### src/rtl/a_dual_port_ram.sv
// Simple dual-port RAM: one write port, one registered read port, single clock.
// Read-during-write to the same address returns the new data (write-first).
// Synchronous active-high reset clears the whole array and the read register.
module a_dual_port_ram #(
    parameter int unsigned DATA_WIDTH = 16,
    parameter int unsigned ADDR_WIDTH = 3
) (
    input  logic                  clk,
    input  logic                  rst,
    input  logic                  wr_en,
    input  logic [ADDR_WIDTH-1:0] wr_addr,
    input  logic [DATA_WIDTH-1:0] wr_data,
    input  logic [ADDR_WIDTH-1:0] rd_addr,
    output logic [DATA_WIDTH-1:0] rd_data
);

    localparam int unsigned DEPTH = 32'(1) << ADDR_WIDTH;

    logic [DATA_WIDTH-1:0] mem [DEPTH];
    logic                  collide_c;
    logic [DATA_WIDTH-1:0] rd_next_c;

    // Next read value: bypass the incoming write data on a same-address collision
    always_comb begin
        collide_c = 1'b0;
        rd_next_c = mem[rd_addr];
        if (wr_en && (wr_addr == rd_addr)) begin
            collide_c = 1'b1;
            rd_next_c = wr_data;
        end
    end

    // Storage array: cleared on reset, reset discards a coincident write
    always_ff @(posedge clk) begin
        if (rst) begin
            for (int unsigned i = 0; i < DEPTH; i++) begin
                mem[ADDR_WIDTH'(i)] <= '0;
            end
        end else if (wr_en) begin
            mem[wr_addr] <= wr_data;
        end
    end

    // Registered read port, updated every edge (no read enable)
    always_ff @(posedge clk) begin
        if (rst) begin
            rd_data <= '0;
        end else begin
            rd_data <= rd_next_c;
        end
    end

endmodule

### config.mk
export PLATFORM = sky130hd
export DESIGN_NAME = a_dual_port_ram
export DESIGN_NICKNAME = d
export VERILOG_FILES = /design/src/rtl/a_dual_port_ram.sv
export SDC_FILE = /design/constraint.sdc
export NUM_CORES = 1
export LEC_CHECK = 0
export CAP_MARGIN = 20
export CORE_ASPECT_RATIO = 0.9
export CORE_MARGIN = 4
export CORE_UTILIZATION = 37
export CTS_CLUSTER_DIAMETER = 30
export DETAILED_ROUTE_END_ITERATION = 6
export PLACE_DENSITY = 0.6
export SKIP_CTS_REPAIR_TIMING = 1
export SLEW_MARGIN = 15
export SYNTH_ARGS = -nofsm -noshare
export SYNTH_HDL_FRONTEND = slang
export SYNTH_SLANG_ARGS = --single-unit
### constraint.sdc
create_clock -name clk -period 3.2 [get_ports clk]
set_clock_uncertainty 0.1 [all_clocks]
set_input_delay 0.48 -clock clk [delete_from_list [all_inputs] [get_ports clk]]
set_output_delay 0.48 -clock clk [all_outputs]
set_load 0.1 [all_outputs]
==> results.cfg, run 1 <==
[pwr]
p_leak_nw = 2.84
total_power_w = 0.00484
peakVddDrop_uv = 390
powerDensity_mw_per_mm2 = 633

[cells_and_area]
nNetsFinal = 512
diodes = 0
area.growth.synth_to_final_pct = 19.8
fin_cells = 711
final_core_util = 0.452
fillers = 1485
drive_gt1_frac = 0.150

[drt]
dr.first_iter.drc_count = 280
dr_total_vias = 3657
ant_nets = 0
firstDrtPassIters = 5
wl_mm = 14.2
post_drt_wl_per_cell_um = 19.9
vias_per_cell = 5.14
drc_errors = 0

[floorplanning]
die_w_um = 146
core_area_mm2 = 0.0169
io_pins = 41
rows = 45
fp.dieH_um = 133
start_util = 0.378
dieArea_mm2 = 0.0194

[cts]
cts_tree = built
path_clk_slew_ns = 0.06
cts.sinks = 144
cts_buffers = 17
clk_path_buf_depth = 2
cts-root-buf = clkbuf_16
htree_levels = 4
clock_latency_ns = 0.42

[flow_run]
cap_violations = 0

[logic_synthesis]
syn_area_mm2 = 0.00638
syn_nets = 461
syn_inst = 436
yosysWarnings = 0
synth.largest_area_cell = edfxtp_1
ys_ff_latch = 144
synth_top_area_frac = 0.603
seq_area_frac_synth = 0.653
synth_cell_types = 21
yosys-top-cells-area = edfxtp_1, and2_1, mux4_1, dfxtp_1, mux2i_1
syn_area_per_cell_um2 = 14.6

[place]
place_hpwl_mm = 9.39
gp_congestion = 0.762
place_inst = 679
io_buffers = 40

[sta]
fin_crit_sh = 0.710
slew_violations = 0
setup-violations-final = 0
max_freq_mhz = 440
finalSetupTns_ns = 0
finalHoldViolCount = 0
rsz0062_at_grt = no
tightest_slew_ns = 0.527
finalCriticalPeriod_ns = 2.27
relSlewSlack = 0.649

[grt]
overflow = 0
grt_pass1_vias = 3726
grt_max_degree = 25
track_usage = 0.151
grt_antenna_before_repair = 0
grt_pass1_wl_mm = 21.8

[setup_path]
crit_path_end_kind = register
crit_required_ns = 3.39
r2r-start = mem[3][8]
cp_max_fo = 15
worstSetupStartpointType = primary input
critical_path_class = primary input to register
worstPathArrival_ns = 2.46
cp-startpoint = rd_addr[0]

[worst_hold_path]
worstHoldPathType = register to register
min_from = mem[7][11]

[outcome]
outcome = finished clean
-- final cells by class --
| cell class | count | area [um2] | area share |
|---|---|---|---|
| sequential | 144 | 4160 | 0.545 |
| multi-input combinational | 267 | 2080 | 0.273 |
| timing repair buffer | 57 | 483 | 0.0632 |
| clock buffer | 20 | 457 | 0.0598 |
| tap | 211 | 264 | 0.0346 |
| clock inverter | 12 | 189 | 0.0247 |
-- final timing paths --
kind	to	slack, ns	cells past startpoint
setup / recovery	rd_data[8]	0.93	5
hold reg to reg	rd_data[11]	0.68	3
hold / removal	rd_data[11]	0.68	3
setup reg to reg	rd_data[8]	1.69	3
-- cells in the mapped netlist --
cell type / instances
mux2i_1: 31
nand2b_1: 4
buf_4: 3
nor2_1: 22
dfxtp_1: 16
a211oi_1: 16
o22ai_1: 15
and2_1: 128
buf_6: 2
nand4_1: 1
mux4_1: 17
clkbuf_1: 12
nor3_1: 16
edfxtp_1: 128
buf_2: 8
or2_2: 9
nor2b_2: 1
nor3_2: 1
nand2_1: 2
and4_1: 1
xnor2_1: 3
-- state kept, by name (all words and copies together), names as in the netlist --
signal	cells
rd_data	16
mem	128
-- worst max-delay path: stages --
cell and delay (ns):
clkdlybuf4s50_1 0.62, xnor2_1 0.32, and4_1 0.57, a211oi_1 0.09
nor3_1 0.37
-- layer usage --
layer | GRT usage | wire (um)
met1 | 0.198 | 6350
met2 | 0.241 | 6970
met3 | 0.0373 | 581
met4 | 0.0664 | 265
met5 | 0 | 0
-- placed cells by master (no fill, tap or decap), drive strengths merged, types with 16 or more instances in the layout --
master	count
mux2i	31
edfxtp	128
buf	34
nor2	22
mux4	17
a211oi	16
clkbuf	20
and2	128
dfxtp	16
clkdlybuf4s50	23
nor3	17
-- logic make-up (layout without fill, tap and decap cells) --
kind of cell	count (synthesis)	in the layout	share of synthesized area
xor gates and xnor gates	3	3	0.00412
muxes	48	48	0.119
DFF	144	144	0.653
buffers and inverters	25	89	0.0204
and+or+nand+nor	185	185	0.170
AOI/OAI and AO/OA	31	31	0.0335
-- per-stage QoR --
step	cell area (um2)	hold WS, ns	setup WS (ns)
after detailed placement	6990	0.678	0.532
after floorplan	6380	0.551	1.32
after global routing	7640	0.731	0.800
final	7640	0.683	0.929
after CTS	7640	0.690	0.977
after global placement	6990	0.661	0.626
-- where the power goes --
group,internal [W],switching [W],total (W)
Sequential,0.00217,0.0000315,0.00220
Combinational,0.000156,0.000329,0.000485
Clock,0.00142,0.000737,0.00215
Note: power is estimated with default switching activity, not from simulation.
==> inputs of run 2 (changes only) <==
--- a/config.mk
+++ b/config.mk
@@ -11,7 +11,7 @@
 export CORE_UTILIZATION = 37
 export CTS_CLUSTER_DIAMETER = 30
 export DETAILED_ROUTE_END_ITERATION = 6
-export PLACE_DENSITY = 0.6
+export PLACE_DENSITY = 0.62
 export SKIP_CTS_REPAIR_TIMING = 1
 export SLEW_MARGIN = 15
 export SYNTH_ARGS = -nofsm -noshare
==> constraint.sdc (replaced) <==
create_clock -name clk -period 2 [get_ports clk]
set_clock_uncertainty 0.1 [all_clocks]
set_input_delay 0.3 -clock clk [delete_from_list [all_inputs] [get_ports clk]]
set_output_delay 0.3 -clock clk [all_outputs]
set_load 0.1 [all_outputs]
==> run 2 against run 1 <==
  * Total power is 48% higher
  * Hold slack lost 0.086 ns
  * Largest power group unchanged
  * Non-clock buffer count increased by 23
  * Count of clock-buffer cells in the layout rose by 3
==> results.cfg, run 2 (synthesis results as in run 1) <==
[grt]
grt_antenna_before_repair = 0
overflow = 0
grt_max_degree = 39
track_usage = 0.154
grt_pass1_wl_mm = 22.6
grt_pass1_vias = 3840

[worst_hold_path]
worstHoldEndpoint = rd_data[11]
min_from = wr_data[11]
hold_depth = 3
worstHoldPathType = primary input to register

[cells_and_area]
final_area_mm2 = 0.00785
fin_cells = 734
largest_reg_flops = 128
nNetsFinal = 535
reg_top3 = mem x128, rd_data x16
drive_gt1_frac = 0.182
diodes = 0
area.growth.synth_to_final_pct = 23.1
fillers = 1446
max_flop_register = mem
mostFrequentLayoutCells = and2_1, edfxtp_1, buf_4

[setup_path]
crit_required_ns = 2.20
slowest_stage = clkdlybuf4s50_1
reg2reg_slack_ns = 0.37
worstPathArrival_ns = 1.99
crit_path_end_kind = register
cp_max_fo = 6
r2r_end = rd_data[14]
worstSetupStartpointType = primary input
crit_chain = clkdlybuf4s50_1, buf_4, nand2b_1, buf_4, o22ai_1, a211oi_1, nor3_1
path_common_cell = buf_4
critical_path_class = primary input to register
crit_path_max_incr_delay_ns = 0.48
rr_worst_depth = 4
r2r-start = mem[5][14]

[cts]
cts_buffers = 17
path_clk_slew_ns = 0.06
clock_latency_ns = 0.42
clk_path_buf_depth = 2
cts_tree = built
htree_levels = 4
cts.sinks = 144
cts-root-buf = clkbuf_16

[drt]
post_drt_wl_per_cell_um = 19.7
dr.first_iter.drc_count = 337
dr_total_vias = 3750
vias_per_cell = 5.11
drc_errors = 0
firstDrtPassIters = 4
ant_nets = 0
wl_mm = 14.4

[floorplanning]
io_pins = 41
dieArea_mm2 = 0.0194
die_w_um = 146
fp.dieH_um = 133
rows = 45
start_util = 0.378
core_area_mm2 = 0.0169

[flow_run]
cap_violations = 0

[pwr]
p_leak_nw = 2.95
peakVddDrop_uv = 537
powerDensity_mw_per_mm2 = 912

[place]
place_inst = 702
place_hpwl_mm = 9.64
place_ws_ns = -0.235
postPlaceCellArea_mm2 = 0.00733
gp_congestion = 0.808
io_buffers = 40

[sta]
finalCriticalPeriod_ns = 1.79
fin_crit_sh = 0.893
setup-violations-final = 0
setup_slack_ns = 0.213
finalHoldViolCount = 0
finalSetupTns_ns = 0
slew_violations = 0
max_freq_mhz = 560
tightest_slew_ns = 0.386
rsz0062_at_grt = no
hold-worst-slack_ns = 0.597
relSlewSlack = 0.742

[outcome]
outcome = finished clean
run 2: changes by cell type in the layout (fill, tap and decap cells not counted), sizes merged:
cell / delta
clkinv: +2
bufinv: -5
clkbuf: +3
buf: +23
run 2: worst max path at each step:
stage / startpoint / end / slack, ns / cells past startpoint
after floorplan: wr_en / mem[0][0] / 0.30 / 4
after global placement: rd_addr[1] / rd_data[13] / -0.19 / 6
after detailed placement: rd_addr[1] / rd_data[8] / -0.24 / 7
after CTS: rd_addr[1] / rd_data[8] / 0.20 / 7
after global routing: rd_addr[1] / rd_data[8] / 0.12 / 7
final: rd_addr[0] / rd_data[1] / 0.21 / 7
run 2: metal layers:
layer  track usage  share of wire  vias to the layer above  wire (um)
met5             0              0                        -          0
met3        0.0342          0.038                        7        555
met4        0.0408         0.0060                        0         87
met1         0.201           0.45                     1902       6540
met2         0.260           0.50                       74       7240
li1              -              -                     1767          -
run 2: power by group:
part / internal [W] / switching (W) / total (W)
Sequential: 0.00347 / 0.0000574 / 0.00353
Clock: 0.00162 / 0.00117 / 0.00279
Combinational: 0.000314 / 0.000536 / 0.000850
Total: 0.00540 / 0.00177 / 0.00717
run 2: worst max-delay path, delay by kind of cell:
family / cells / cell delay [ns]
buf+inv: 3 / 0.89
simple gates: 2 / 0.51
compound gates: 2 / 0.29
run 2: area by class of cell:
type	count	area, um2	area share
repair buffers	80	818	0.104
well taps	211	264	0.0336
multi-input cells	267	2080	0.265
clock inverters	9	65.1	0.00829
clock buffers	23	458	0.0583
flip-flops and latches	144	4160	0.530
run 2: stage by stage:
step / total power [W] / util
finish: 0.00717 / 0.465
detailed placement: 0.00445 / 0.434
floorplan: 0.00409 / -
CTS: 0.00720 / 0.465
global placement: 0.00443 / 0.434
global route: 0.00740 / 0.465
==> inputs of run 3 (changes only) <==
--- a/config.mk
+++ b/config.mk
@@ -17,3 +17,4 @@
 export SYNTH_ARGS = -nofsm -noshare
 export SYNTH_HDL_FRONTEND = slang
 export SYNTH_SLANG_ARGS = --single-unit
+export TNS_END_PERCENT = 50
==> results of run 3 <==
Same layout as run 2: the final DEF is identical, and so are final timing and power.
